--- src/rtl/mips_pkg.sv ---
// Shared types for the MIPS hazard/forwarding controller: mux select encoding,
// controller states and the shadow-pipeline slot record.
package mips_pkg;

  localparam int unsigned MIPS_REG_AW = 5;
  localparam int unsigned SLOTS       = 3;
  localparam int unsigned SLOT_EX     = 0;
  localparam int unsigned SLOT_MEM    = 1;
  localparam int unsigned SLOT_WB     = 2;

  typedef enum logic [1:0] {
    FWD_REG   = 2'b00,
    FWD_MEMWB = 2'b01,
    FWD_EXMEM = 2'b10
  } fwd_sel_t;

  typedef enum logic [1:0] {
    RUN    = 2'd0,
    LDUSE  = 2'd1,
    FREEZE = 2'd2
  } hz_state_t;

  typedef struct packed {
    logic                   valid;
    logic [MIPS_REG_AW-1:0] dest;
    logic                   reg_write;
    logic                   mem_read;
  } slot_t;

  // A slot can supply a source operand only if it really writes a non-zero register.
  function automatic logic slot_hit(input slot_t s, input logic [MIPS_REG_AW-1:0] src,
                                    input logic use_src);
    return use_src && s.valid && s.reg_write && (s.dest != '0) && (s.dest == src);
  endfunction

endpackage

--- src/rtl/mips_hazard_ctrl_if.sv ---
// ID-stage hazard information in, pipeline control and forwarding selects out.
interface mips_hazard_ctrl_if #(
  parameter int unsigned REG_AW = 5,
  parameter int unsigned CNT_W  = 16
) ();

  logic              id_valid;
  logic [REG_AW-1:0] id_rs;
  logic [REG_AW-1:0] id_rt;
  logic              id_use_rs;
  logic              id_use_rt;
  logic [REG_AW-1:0] id_dest;
  logic              id_reg_write;
  logic              id_mem_read;
  logic              ex_branch_taken;
  logic              mem_stall;

  logic              pc_we;
  logic              ifid_we;
  logic              ifid_flush;
  logic              idex_bubble;
  logic [1:0]        fwd_a_sel;
  logic [1:0]        fwd_b_sel;
  logic [CNT_W-1:0]  stall_cnt;
  logic [CNT_W-1:0]  flush_cnt;

  modport master (
    output id_valid, id_rs, id_rt, id_use_rs, id_use_rt, id_dest, id_reg_write,
           id_mem_read, ex_branch_taken, mem_stall,
    input  pc_we, ifid_we, ifid_flush, idex_bubble, fwd_a_sel, fwd_b_sel,
           stall_cnt, flush_cnt
  );

  modport slave (
    input  id_valid, id_rs, id_rt, id_use_rs, id_use_rt, id_dest, id_reg_write,
           id_mem_read, ex_branch_taken, mem_stall,
    output pc_we, ifid_we, ifid_flush, idex_bubble, fwd_a_sel, fwd_b_sel,
           stall_cnt, flush_cnt
  );

endinterface

--- src/rtl/mips_hazard_ctrl_fwd_sel_gen.sv ---
// Compares one ID source register against the EX and MEM shadow slots and
// produces the operand mux select plus a load-use hit flag.
module fwd_sel_gen
  import mips_pkg::*;
(
  input  logic [MIPS_REG_AW-1:0] src,
  input  logic                   use_src,
  input  slot_t                  ex,
  input  slot_t                  mem,
  output fwd_sel_t               sel,
  output logic                   load_hit
);

  logic ex_hit;
  logic mem_hit;

  assign ex_hit  = slot_hit(ex, src, use_src);
  assign mem_hit = slot_hit(mem, src, use_src);

  // Youngest producer wins; a load in EX cannot forward and is reported instead.
  always_comb begin
    sel      = FWD_REG;
    load_hit = 1'b0;
    if (ex_hit && ex.mem_read) begin
      load_hit = 1'b1;
    end
    if (ex_hit && !ex.mem_read) begin
      sel = FWD_EXMEM;
    end else if (mem_hit) begin
      sel = FWD_MEMWB;
    end
  end

endmodule

--- src/rtl/mips_hazard_ctrl.sv ---
// Hazard/forwarding controller for the 5-stage MIPS pipe: shadow EX/MEM/WB slots,
// registered ALU operand selects, load-use stall, branch flush and memory freeze.
// Optional performance counters are built when HAZARD_PERF_CNT_EN is defined.
module mips_hazard_ctrl
  import mips_pkg::*;
#(
  parameter int unsigned REG_AW = MIPS_REG_AW,
  parameter int unsigned CNT_W  = 16
) (
  input logic               clk,
  input logic               rst_n,
  mips_hazard_ctrl_if.slave hz
);

  hz_state_t   state_q, state_d, saved_q, saved_d, eff_state;
  slot_t       shadow [SLOTS];
  slot_t       id_slot;
  fwd_sel_t    sel_a, sel_b, fwd_a_q, fwd_b_q;
  logic        load_a, load_b, load_use;
  logic        freeze, ld_stall, flush;
  logic [REG_AW-1:0] rs, rt, dest;

  assign rs   = hz.id_rs;
  assign rt   = hz.id_rt;
  assign dest = hz.id_dest;

  always_comb begin
    id_slot           = '0;
    id_slot.valid     = hz.id_valid;
    id_slot.dest      = MIPS_REG_AW'(dest);
    id_slot.reg_write = hz.id_reg_write;
    id_slot.mem_read  = hz.id_mem_read;
  end

  fwd_sel_gen u_fwd_a (
    .src      (MIPS_REG_AW'(rs)),
    .use_src  (hz.id_valid & hz.id_use_rs),
    .ex       (shadow[SLOT_EX]),
    .mem      (shadow[SLOT_MEM]),
    .sel      (sel_a),
    .load_hit (load_a)
  );

  fwd_sel_gen u_fwd_b (
    .src      (MIPS_REG_AW'(rt)),
    .use_src  (hz.id_valid & hz.id_use_rt),
    .ex       (shadow[SLOT_EX]),
    .mem      (shadow[SLOT_MEM]),
    .sel      (sel_b),
    .load_hit (load_b)
  );

  assign load_use  = load_a | load_b;
  // While frozen the controller behaves as the state it was in before the freeze.
  assign eff_state = (state_q == FREEZE) ? saved_q : state_q;

  always_comb begin
    state_d        = state_q;
    saved_d        = saved_q;
    freeze         = 1'b0;
    ld_stall       = 1'b0;
    flush          = 1'b0;
    hz.pc_we       = 1'b1;
    hz.ifid_we     = 1'b1;
    hz.ifid_flush  = 1'b0;
    hz.idex_bubble = 1'b0;
    if (!rst_n) begin
      state_d = RUN;
      saved_d = RUN;
    end else if (hz.mem_stall) begin
      freeze     = 1'b1;
      hz.pc_we   = 1'b0;
      hz.ifid_we = 1'b0;
      state_d    = FREEZE;
      if (state_q != FREEZE) begin
        saved_d = state_q;
      end
    end else if (hz.ex_branch_taken) begin
      flush          = 1'b1;
      hz.ifid_flush  = 1'b1;
      hz.idex_bubble = 1'b1;
      state_d        = RUN;
    end else if (eff_state == RUN && load_use) begin
      ld_stall       = 1'b1;
      hz.pc_we       = 1'b0;
      hz.ifid_we     = 1'b0;
      hz.idex_bubble = 1'b1;
      state_d        = LDUSE;
    end else begin
      state_d = RUN;
    end
  end

  // State, shadow pipeline and operand selects; all hold while frozen.
  always_ff @(posedge clk) begin
    if (!rst_n) begin
      state_q <= RUN;
      saved_q <= RUN;
      shadow  <= '{default: '0};
      fwd_a_q <= FWD_REG;
      fwd_b_q <= FWD_REG;
    end else begin
      state_q <= state_d;
      saved_q <= saved_d;
      if (!freeze) begin
        shadow[SLOT_WB]  <= shadow[SLOT_MEM];
        shadow[SLOT_MEM] <= shadow[SLOT_EX];
        if (flush || ld_stall) begin
          shadow[SLOT_EX] <= '0;
          fwd_a_q         <= FWD_REG;
          fwd_b_q         <= FWD_REG;
        end else begin
          shadow[SLOT_EX] <= id_slot;
          fwd_a_q         <= sel_a;
          fwd_b_q         <= sel_b;
        end
      end
    end
  end

  assign hz.fwd_a_sel = fwd_a_q;
  assign hz.fwd_b_sel = fwd_b_q;

`ifdef HAZARD_PERF_CNT_EN
  logic [CNT_W-1:0] stall_cnt_q, flush_cnt_q;

  // Saturating event counters.
  always_ff @(posedge clk) begin
    if (!rst_n) begin
      stall_cnt_q <= '0;
      flush_cnt_q <= '0;
    end else begin
      if ((freeze || ld_stall) && (stall_cnt_q != '1)) begin
        stall_cnt_q <= stall_cnt_q + CNT_W'(1);
      end
      if (flush && (flush_cnt_q != '1)) begin
        flush_cnt_q <= flush_cnt_q + CNT_W'(1);
      end
    end
  end

  assign hz.stall_cnt = stall_cnt_q;
  assign hz.flush_cnt = flush_cnt_q;
`else
  assign hz.stall_cnt = '0;
  assign hz.flush_cnt = '0;
`endif

endmodule

--- src/flat_wrapper.sv ---
// flat-port wrapper written by rule: the top's interface ports become plain ports
module mips_hazard_ctrl_flat import mips_pkg::*;
#(
  parameter int unsigned REG_AW = MIPS_REG_AW,
  parameter int unsigned CNT_W  = 16
)
  (clk, rst_n, hz_id_valid, hz_id_rs, hz_id_rt, hz_id_use_rs, hz_id_use_rt, hz_id_dest, hz_id_reg_write, hz_id_mem_read, hz_ex_branch_taken, hz_mem_stall, hz_pc_we, hz_ifid_we, hz_ifid_flush, hz_idex_bubble, hz_fwd_a_sel, hz_fwd_b_sel, hz_stall_cnt, hz_flush_cnt);
  mips_hazard_ctrl_if #(.REG_AW(REG_AW), .CNT_W(CNT_W)) hz_i ();
  input logic clk;
  input logic rst_n;
  input wire logic [$bits(hz_i.id_valid)-1:0] hz_id_valid;
  input wire logic [$bits(hz_i.id_rs)-1:0] hz_id_rs;
  input wire logic [$bits(hz_i.id_rt)-1:0] hz_id_rt;
  input wire logic [$bits(hz_i.id_use_rs)-1:0] hz_id_use_rs;
  input wire logic [$bits(hz_i.id_use_rt)-1:0] hz_id_use_rt;
  input wire logic [$bits(hz_i.id_dest)-1:0] hz_id_dest;
  input wire logic [$bits(hz_i.id_reg_write)-1:0] hz_id_reg_write;
  input wire logic [$bits(hz_i.id_mem_read)-1:0] hz_id_mem_read;
  input wire logic [$bits(hz_i.ex_branch_taken)-1:0] hz_ex_branch_taken;
  input wire logic [$bits(hz_i.mem_stall)-1:0] hz_mem_stall;
  output wire logic [$bits(hz_i.pc_we)-1:0] hz_pc_we;
  output wire logic [$bits(hz_i.ifid_we)-1:0] hz_ifid_we;
  output wire logic [$bits(hz_i.ifid_flush)-1:0] hz_ifid_flush;
  output wire logic [$bits(hz_i.idex_bubble)-1:0] hz_idex_bubble;
  output wire logic [$bits(hz_i.fwd_a_sel)-1:0] hz_fwd_a_sel;
  output wire logic [$bits(hz_i.fwd_b_sel)-1:0] hz_fwd_b_sel;
  output wire logic [$bits(hz_i.stall_cnt)-1:0] hz_stall_cnt;
  output wire logic [$bits(hz_i.flush_cnt)-1:0] hz_flush_cnt;
  assign hz_i.id_valid = hz_id_valid;
  assign hz_i.id_rs = hz_id_rs;
  assign hz_i.id_rt = hz_id_rt;
  assign hz_i.id_use_rs = hz_id_use_rs;
  assign hz_i.id_use_rt = hz_id_use_rt;
  assign hz_i.id_dest = hz_id_dest;
  assign hz_i.id_reg_write = hz_id_reg_write;
  assign hz_i.id_mem_read = hz_id_mem_read;
  assign hz_i.ex_branch_taken = hz_ex_branch_taken;
  assign hz_i.mem_stall = hz_mem_stall;
  assign hz_pc_we = hz_i.pc_we;
  assign hz_ifid_we = hz_i.ifid_we;
  assign hz_ifid_flush = hz_i.ifid_flush;
  assign hz_idex_bubble = hz_i.idex_bubble;
  assign hz_fwd_a_sel = hz_i.fwd_a_sel;
  assign hz_fwd_b_sel = hz_i.fwd_b_sel;
  assign hz_stall_cnt = hz_i.stall_cnt;
  assign hz_flush_cnt = hz_i.flush_cnt;
  mips_hazard_ctrl #(.REG_AW(REG_AW), .CNT_W(CNT_W)) u_core (.clk(clk), .rst_n(rst_n), .hz(hz_i));
endmodule
--- config.mk ---
export PLATFORM = sky130hd
export DESIGN_NAME = mips_hazard_ctrl_flat
export DESIGN_NICKNAME = d
export VERILOG_FILES = /design/src/rtl/mips_pkg.sv /design/src/rtl/mips_hazard_ctrl_if.sv /design/src/rtl/mips_hazard_ctrl_fwd_sel_gen.sv /design/src/rtl/mips_hazard_ctrl.sv /design/src/flat_wrapper.sv
export SDC_FILE = /design/constraint.sdc
export NUM_CORES = 1
export LEC_CHECK = 0
export ABC_AREA = 0
export CAP_MARGIN = 5
export CORE_ASPECT_RATIO = 0.7
export CORE_MARGIN = 1.5
export CORE_UTILIZATION = 56
export DETAILED_ROUTE_END_ITERATION = 16
export DONT_BUFFER_PORTS = 1
export GPL_TIMING_DRIVEN = 0
export PLACE_DENSITY = 0.82
export SYNTH_ARGS = -nofsm -noshare
export SYNTH_HDL_FRONTEND = slang
export SYNTH_SLANG_ARGS = --single-unit
--- constraint.sdc ---
create_clock -name clk -period 1.7 [get_ports clk]
set_input_delay 0.085 -clock clk [delete_from_list [all_inputs] [get_ports clk]]
set_output_delay 0.085 -clock clk [all_outputs]
set_load 0.005 [all_outputs]
Word-level counts from Yosys, hierarchy flattened --
Index checks and enable logic that the tools add are counted.
Cells by class: equal/unequal tests 6, multiplexer cells 29, bitwise logic cells 4, reduce and logical (&&, ||, !) cells 28
Operator list (number):
- 1-bit logical AND | 21
- 1-bit 2-to-1 mux | 21
- 5-bit equality test | 4
- 2-bit 2-to-1 mux | 7
- 5-bit nonzero test | 2
- 8-bit 2-to-1 mux | 1
- 3-bit OR reduction | 1
- 1-bit bitwise AND | 2
- 2-bit equality test (second input constant) | 1
- 2-bit logical NOT | 1
- 2-bit != test (second input constant) | 1
- 2-bit AND reduction | 1
- 1-bit logical NOT | 1
- 1-bit logical OR | 1
- 1-bit NOT | 1
- 1-bit OR | 1
Storage, ports and cells: register bits 23, input port bits 24, output and inout port bits 40, logic and storage cells 79

Depth between registers and ports, before layout --
Gate-level depths: netlist (run 1).
word-level depth 15, depth in mapped cells 6, mapped depth without buffers 5

Cells and area by module --
A second synthesis (run 1) with hierarchy kept.
Second synthesis, totals: cell total of the unflattened synthesis 182, area total of the unflattened synthesis 1561.5 um^2
By module, submodules not included:
- mips_hazard_ctrl | instances 1, cells an instance 138, area an instance 1226.2 um^2, sequential area each 480.5 um^2
- fwd_sel_gen | instances 2, cells an instance 22, area an instance 167.7 um^2, sequential area each 0.0 um^2

Least setup slack after synthesis (run 1) --
No wires, ideal clock.
kind reg2reg, start register u_core.shadow[22] (netlist bit), end register u_core.shadow[22] (netlist bit), library setup time 0.117 ns, arrival 1.628 ns, required time 1.583 ns, path slack -0.046 ns, cell stages (with the launch flop) 7, buffers on the path 1, period minus slack after synthesis 1.746 ns, cell sequence dfxtp_1 -> xnor2_1 -> nand4_1 -> or3_4 -> a211o_1 -> buf_6 -> a32o_1
On the way: word-level cells in the longest chain between the ends 13, elaborated cells on any way between the ends 19, those cells by class eq/ne: 2; mux: 7; bitwise: 1; reduce/logical: 9
Ends and longest elaborated chain:
- from (decl) | RTL line mips_hazard_ctrl.sv:16 | slot_t shadow [SLOTS];
- from (signal, indexed assignment) | RTL line mips_hazard_ctrl.sv:106 | shadow[SLOT_WB] <= shadow[SLOT_MEM];
- from (signal, indexed assignment) | RTL line mips_hazard_ctrl.sv:107 | shadow[SLOT_MEM] <= shadow[SLOT_EX];
- from (signal, indexed assignment) | RTL line mips_hazard_ctrl.sv:113 | shadow[SLOT_EX] <= id_slot;
- 5-bit nonzero test | RTL line mips_pkg.sv:33 | return use_src && s.valid && s.reg_write && (s.dest != '0) && (s.dest == src);
- 1-bit logical AND (2 in a row) | RTL line mips_pkg.sv:33
- 1-bit logical AND | RTL line mips_hazard_ctrl_fwd_sel_gen.sv:24 | if (ex_hit && ex.mem_read) begin
- 1-bit 2-to-1 mux | RTL line mips_hazard_ctrl_fwd_sel_gen.sv:24
- 1-bit OR (*) | RTL line mips_hazard_ctrl.sv:53 | assign load_use = load_a | load_b;
- 1-bit logical AND (*) | RTL line mips_hazard_ctrl.sv:83 | end else if (eff_state == RUN && load_use) begin
- 1-bit 2-to-1 mux (*) | RTL line mips_hazard_ctrl.sv:83
- 1-bit 2-to-1 mux (*) | RTL line mips_hazard_ctrl.sv:78 | end else if (hz.ex_branch_taken) begin
- 1-bit 2-to-1 mux (*) | RTL line mips_hazard_ctrl.sv:70 | end else if (hz.mem_stall) begin
- 1-bit 2-to-1 mux (*) | RTL line mips_hazard_ctrl.sv:67 | if (!rst_n) begin
- 1-bit logical OR (*) | RTL line mips_hazard_ctrl.sv:108 | if (flush || ld_stall) begin
- 8-bit 2-to-1 mux (*) | RTL line mips_hazard_ctrl.sv:108
Every way passes the cells marked *; elsewhere a longest branch is shown, timed or not. A chain may end at the register's enable or synchronous reset.

Worst setup path in the final report (run 1) --
start register u_core.shadow[22] (netlist bit), end output port hz_pc_we
On the way: word-level cells in the longest chain between the ends 11, elaborated cells on any way between the ends 17, those cells by class eq/ne: 2; mux: 6; bitwise: 1; reduce/logical: 8
Ends and longest elaborated chain:
- 5-bit nonzero test | RTL line mips_pkg.sv:33
- 1-bit logical AND (2 in a row) | RTL line mips_pkg.sv:33
- 1-bit logical AND | RTL line mips_hazard_ctrl_fwd_sel_gen.sv:24
- 1-bit 2-to-1 mux | RTL line mips_hazard_ctrl_fwd_sel_gen.sv:24
- 1-bit OR (*) | RTL line mips_hazard_ctrl.sv:53
- 1-bit logical AND (*) | RTL line mips_hazard_ctrl.sv:83
- 1-bit 2-to-1 mux (*) (4 in a row)
- to (decl) | RTL line flat_wrapper.sv:21 | output wire logic [$bits(hz_i.pc_we)-1:0] hz_pc_we;
Marked as above.

==> results.json, run 1 <==
{
  "outcome": "finished with violations",
  "failed_checks": "setup timing",
  "p_clk_share_pct": 26.3,
  "p_sw_share_pct": 28.1,
  "grt_max_degree": 15,
  "wl_per_cell_um": 16.4,
  "die_x_um": 62.1,
  "drt_iter0_markers": 65,
  "register_area_um2": 477,
  "required_ps": 1620,
  "htreeDepth": 1,
  "whs_endpoint": "u_core.state_q[0]",
  "rr_worst_depth": 7,
  "r2r_start": "u_core.shadow[22]",
  "die_area_mm2": 0.00275,
  "regToRegEndpoint": "u_core.shadow[19]",
  "grt.overflow.total": 0,
  "io_pins": 64,
  "synth_ff_type": "dfxtp_1",
  "io_buffers": 0,
  "grt_setup_unrepaired": "yes",
  "finalCriticalPeriod_ps": 2120,
  "hp-class": "in -> reg",
  "slowest_delay_ps": 390,
  "critPathCaptureType": "primary output",
  "num_rows": 14,
  "synth_seq_cells": 23,
  "cts_tree": "built",
  "dr.pass1.iters": 4,
  "num_vias": 1269,
  "cp.arrival_ps": 2030,
  "wl_um": 3880,
  "finalSetupTns_ps": -3090,
  "multi_input_area_um2": 833,
  "whs_ps": 59.4,
  "skew_ps": 5.72,
  "grt_pass1_vias": 1235,
  "final_nets": 229,
  "fin_ws_ps": -416,
  "clk_latency_ps": 330,
  "gr-usage-all-layers_pct": 30.8,
  "gp_congestion": 0.807,
  "n_fill_cell": 156,
  "holdPathStages": 2,
  "clk_path_buf_depth": 2,
  "worstPathMaxFanout": 4,
  "critPathLaunchType": "register",
  "fmax_ghz": 0.473,
  "fin_crit_sh_pct": 124,
  "design_area_mm2": 0.00184,
  "syn_to_final_growth_pct": 34.4,
  "yosys.area.top_type": "dfxtp_1",
  "worstMarginPinSlew_ps": 620,
  "netlist_area_mm2": 0.00137,
  "async_reset_ff_share_pct": 0,
  "drv_cap": 0,
  "synth_edf_count": 0,
  "power_density_mw_per_mm2": 576,
  "synth_top_area_share_pct": 33.7,
  "antenna_found_initial": 0,
  "comb_power_share_pct": 20.5,
  "cts_root_buf": "clkbuf_4",
  "diodes": 0,
  "hold_violations": 0,
  "regToRegSetupSlack_ps": -260,
  "p_int_uw": 762,
  "grt_pass1_wl_um": 5970,
  "clock-sinks": 23,
  "relSlewSlack_pct": 58.5,
  "synth_cells": 149,
  "synth_most_common_cell": "buf_4",
  "synth.top_cells.by_count": "33 x buf_4, 23 x dfxtp_1, 14 x xnor2_1",
  "synth.yosys.seq_area_share_pct": 33.7,
  "drive_above_1_share_pct": 33.3,
  "power_leakage_uw": 0.000814,
  "placed_cell_area_mm2": 0.00153,
  "cp_cell_sequence": "buf_6 -> xor2_1 -> nor4_2 -> nand3_2 -> a211oi_4 -> a31oi_2 -> buf_4",
  "hp-start": "rst_n",
  "final_antenna_net_count": 0,
  "cpMaxStageDelayCell": "dfxtp_4",
  "post_drt_via_cell_ratio": 5.38,
  "ir_drop_v": 0.000591,
  "synth_area_leaders": "dfxtp_1 34%, buf_4 18%, xnor2_1 9.0%, a32o_1 5.9%, mux2i_1 5.1%",
  "critical_path_class": "reg -> out",
  "clkTransAtPathRegs_ps": 140,
  "slew_viol_final": 0,
  "pwr-share-seq_pct": 53.3,
  "initial_core_util_pct": 61.5,
  "die_h_um": 44.3,
  "drc": 0,
  "p_sw_uw": 298,
  "syn_avg_cell_area_um2": 9.18,
  "synthDistinctLibCells": 32,
  "dp_hpwl_um": 2580,
  "fp.coreArea_mm2": 0.00222,
  "setup_viol": 15,
  "synth_warnings": 0,
  "numCtsBuffers": 3
}
critical path: cells and delay by family, from the launching register on:
kind	cells	cell delay, ps
compound gates	2	470
xor+xnor	1	160
buf+inv	2	300
flops	1	390
simple gates	2	390
worst max-delay path by stage:
stage | from | end | slack (ps) | cells past startpoint
after detailed placement | u_core.shadow[22] | hz_pc_we | -260 | 6
final | u_core.shadow[22] | hz_pc_we | -420 | 7
after floorplan | u_core.shadow[22] | u_core.shadow[22] | 20 | 6
after CTS | u_core.shadow[21] | hz_pc_we | -370 | 6
after global placement | u_core.shadow[22] | hz_pc_we | -130 | 6
after global routing | u_core.shadow[22] | hz_pc_we | -480 | 7
routing by layer:
metal,wire length (um),part of all wire [%],global-route usage [%]
met4,131,3.4,13.2
met3,519,13,9.36
met2,1870,48,50.8
met5,0,0,0
met1,1350,35,36.8
area by class of cell:
class	instances	area share, %
clock inverters	1	0.408
clock buffers	3	1.23
repair buffers	21	10.4
multi-input cells	118	45.3
flip-flops and latches	23	25.9
well taps	32	2.18
inverters	1	0.204
plain buffers	37	14.3
power by group through the flow:
stage,combinational [uW],sequential [uW],clock [uW]
2_1_floorplan,147,574,0
3_3_place_gp,155,579,0
3_5_place_dp,160,580,0
4_1_cts,204,563,275
5_1_grt,238,565,298
6_report,217,564,278
per-stage QoR:
| step | instances | setup WS (ps) | utilization (%) | total power (uW) |
|---|---|---|---|---|
| final | 236 | -416 | 82.6 | 1060 |
| after global routing | 236 | -484 | 82.6 | 1100 |
| after CTS | 235 | -373 | 81.9 | 1040 |
| after detailed placement | 212 | -263 | 68.7 | 740 |
| after global placement | 212 | -127 | 68.7 | 734 |
| after floorplan | 180 | 21.5 | - | 721 |
sequential cells by signal, indices dropped and copies added (netlist names):
name                 flops
u_core.shadow           15
u_core.hz.fwd_a_sel      2
u_core.hz.fwd_b_sel      2
u_core.saved_q           2
u_core.state_q           2
logic make-up (layout without fill, tap and decap cells):
group,Yosys count,in the layout,share of synthesized area (%)
DFF,23,23,33.7
and+or+nand+nor,37,37,15.3
other,1,32,0.274
xor gates and xnor gates,20,20,12.8
buffers and inverters,39,63,20.3
AOI/OAI and AO/OA,22,22,12.5
muxes,7,7,5.12
repair_timing:
action,4_1_cts,5_1_grt
hold buffers,9,0
endpoints found under the hold margin,11,0
pin swaps,11,4
setup endpoints to repair,14,16
setup buffers,10,2
gates resized for setup,21,4
cells in the final DEF (no fill, tap or decap), types with 2 or more instances in the layout:
cell,count
or4_1,2
dfxtp_4,4
nand2_1,8
nand4_1,3
xnor2_1,10
o211ai_1,2
o21ai_0,2
mux2i_1,7
a32o_1,8
xnor2_2,4
clkbuf_1,4
buf_6,3
conb_1,32
dfxtp_1,18
clkbuf_4,3
o21ai_1,2
nor2_1,3
dlygate4sd3_1,9
xor2_1,6
buf_4,42
nand2b_1,2
nor3_1,2
or3_4,2
nor2b_1,8
No activity file was read; power rests on OpenSTA's default activity.
==> run 2: changes to the inputs <==
ABC_AREA = 1   (was 0)
RECOVER_POWER = 100   (was default)
==> run 2 against run 1 <==
Global-route usage decreased by 7.7 points; worst setup slack gained 430 ps; die area is 12% higher; highest routed layer unchanged; the flow now finishes without violations.
==> results.json, run 2 <==
{
  "outcome": "completed",
  "wl_um": 3460,
  "finalCriticalPeriod_ps": 1690,
  "synth.yosys.seq_area_share_pct": 30.0,
  "largest_register_ffs": 15,
  "clkTransAtPathRegs_ps": 90,
  "drive_above_1_share_pct": 28.4,
  "p_sw_share_pct": 26.8,
  "synth_warnings": 0,
  "slew_viol_final": 0,
  "hp-class": "in -> reg",
  "p_clk_share_pct": 31.3,
  "async_reset_ff_share_pct": 0,
  "synth_edf_count": 0,
  "grt_pass1_vias": 1204,
  "cts_root_buf": "clkbuf_8",
  "power_leakage_uw": 0.000941,
  "cp.arrival_ps": 1610,
  "post_drt_via_cell_ratio": 4.60,
  "placed_cell_area_mm2": 0.00169,
  "hold_violations": 0,
  "final_antenna_net_count": 0,
  "dr.pass1.iters": 4,
  "critPathLaunchType": "register",
  "synth_ff_type": "dfxtp_1",
  "r2r_start": "u_core.shadow[19]",
  "setup_viol": 0,
  "synth_cells": 228,
  "die_area_mm2": 0.00307,
  "gr-usage-all-layers_pct": 23.1,
  "drc": 0,
  "fp.coreArea_mm2": 0.00253,
  "startpoint": "u_core.shadow[19]",
  "dp.cells": 293,
  "die_h_um": 46.8,
  "htreeDepth": 1,
  "regToRegEndpoint": "u_core.shadow[17]",
  "pwr-share-seq_pct": 50.3,
  "final_nets": 303,
  "grt_pass1_wl_um": 5290,
  "grt_max_degree": 15,
  "netlist_area_mm2": 0.00154,
  "mostFrequentLayoutCell": "nand2_1",
  "clk_path_buf_depth": 2,
  "grt.overflow.total": 0,
  "design_area_mm2": 0.00192,
  "power_density_mw_per_mm2": 583,
  "num_vias": 1436,
  "grt_setup_unrepaired": "yes",
  "fmax_ghz": 0.591,
  "drt_iter0_markers": 30,
  "synth.top_cells.by_count": "63 x nand2_1, 33 x buf_4, 23 x dfxtp_1",
  "p_sw_uw": 300,
  "die_x_um": 65.6,
  "ir_drop_v": 0.000532,
  "cts_tree": "built",
  "fin_crit_sh_pct": 99.5,
  "drv_cap": 0,
  "rr_worst_depth": 11,
  "wl_per_cell_um": 11.1,
  "top_register": "u_core.shadow",
  "io_pins": 64,
  "num_rows": 15,
  "antenna_found_initial": 0,
  "synthDistinctLibCells": 24,
  "synth_area_leaders": "dfxtp_1 30%, buf_4 16%, nand2_1 15%, xnor2_1 4.6%, inv_1 4.4%",
  "fin_cells": 312,
  "synth_top_area_share_pct": 30.0,
  "numCtsBuffers": 3,
  "synth_most_common_cell": "nand2_1",
  "syn_to_final_growth_pct": 25.2,
  "clock-sinks": 23,
  "worstPathMaxFanout": 4,
  "critPathCaptureType": "primary output",
  "diodes": 0,
  "crit_path_end": "hz_pc_we",
  "dp_hpwl_um": 2570,
  "mostFrequentLayoutCells": "62 x nand2_1, 37 x buf_4, 32 x conb_1",
  "initial_core_util_pct": 60.6,
  "critical_path_class": "reg -> out",
  "synth_seq_cells": 23,
  "p_int_uw": 820,
  "regToRegSetupSlack_ps": 180,
  "syn_avg_cell_area_um2": 6.73,
  "comb_power_share_pct": 18.4,
  "yosys.area.top_type": "dfxtp_1",
  "required_ps": 1620,
  "io_buffers": 0,
  "clk_latency_ps": 270,
  "skew_ps": 5.92,
  "gp_congestion": 0.881
}
==> run 2: changes by cell type in the layout (fill, tap and decap cells not counted), moves of 7 or more <==
| cell | change |
|---|---|
| a32o_1 | -8 |
| inv_1 | +16 |
| inv_2 | +8 |
| mux2i_1 | -7 |
| nand2_1 | +54 |
| nand3_1 | +11 |
| nor2_1 | +9 |
| nor2b_1 | -8 |
==> run 2: worst min path at each step <==
stage                        endpoint  cells past startpoint  slack (ps)          from
floorplan           u_core.state_q[0]                      1         150  hz_mem_stall
global placement    u_core.state_q[0]                      1         160  hz_mem_stall
detailed placement  u_core.state_q[0]                      1         160  hz_mem_stall
CTS                 u_core.state_q[0]                      2           4         rst_n
global route        u_core.state_q[0]                      2          20         rst_n
finish              u_core.state_q[0]                      2          10         rst_n
==> run 2: power groups by stage <==
stage                     Clock, uW  Sequential (uW)  Combinational, uW
after floorplan                   0              572                159
after global placement            0              575                176
after detailed placement          0              575                178
after CTS                       351              563                200
after global routing            375              565                230
final                           350              563                207
==> run 2: layout make-up <==
class,instances,area (um^2)
Fill cell,213,612
Sequential cell,23,474
Inverter,30,115
Multi-Input combinational cell,171,843
Buffer,35,260
Clock inverter,1,7.51
Timing Repair Buffer,15,138
Tap cell,34,42.5
Clock buffer,3,41.3
==> run 2: per-stage QoR <==
step	util (%)	setup WS [ps]	TNS [ps]	total power (uW)	hold WS [ps]
6_report	75.9	9.24	0	1120	13.3
5_1_grt	75.9	-81.9	-139	1170	15.0
4_1_cts	74.1	0.530	0	1110	3.73
3_5_place_dp	66.9	214	0	753	157
3_3_place_gp	66.9	252	0	750	156
2_1_floorplan	-	398	0	731	155
==> run 2: cells by family after synthesis <==
logic type / count (synthesis) / synth area share (%)
simple gates: 109 / 32.7
buf+inv: 65 / 24.1
flops: 23 / 30.0
compound gates: 22 / 8.39
xor+xnor: 8 / 4.56
other cells: 1 / 0.244
==> run 2: per-layer routing <==
metal	track usage (%)	wire length (um)
met2	39.0	1620
met1	31.7	1570
met4	4.17	23
met5	0	0
met3	4.80	245
==> run 2: critical path: stages (launching register included) <==
cell	delay [ps]
dfxtp_4	390
inv_4	50
a21oi_2	120
nand2_1	70
nor2_2	150
nand2_2	80
nand2_4	100
nand2_8	60
o21ai_2	150
inv_2	60
buf_6	110
==> run 2: what timing repair did <==
item | in CTS | in global routing
gates resized for setup | 10 | 7
buffers inserted | 1 | 4
endpoints found under the hold margin | 11 | 0
setup endpoints to repair | 1 | 2
hold buffers | 10 | 0
pin swaps | 2 | 7
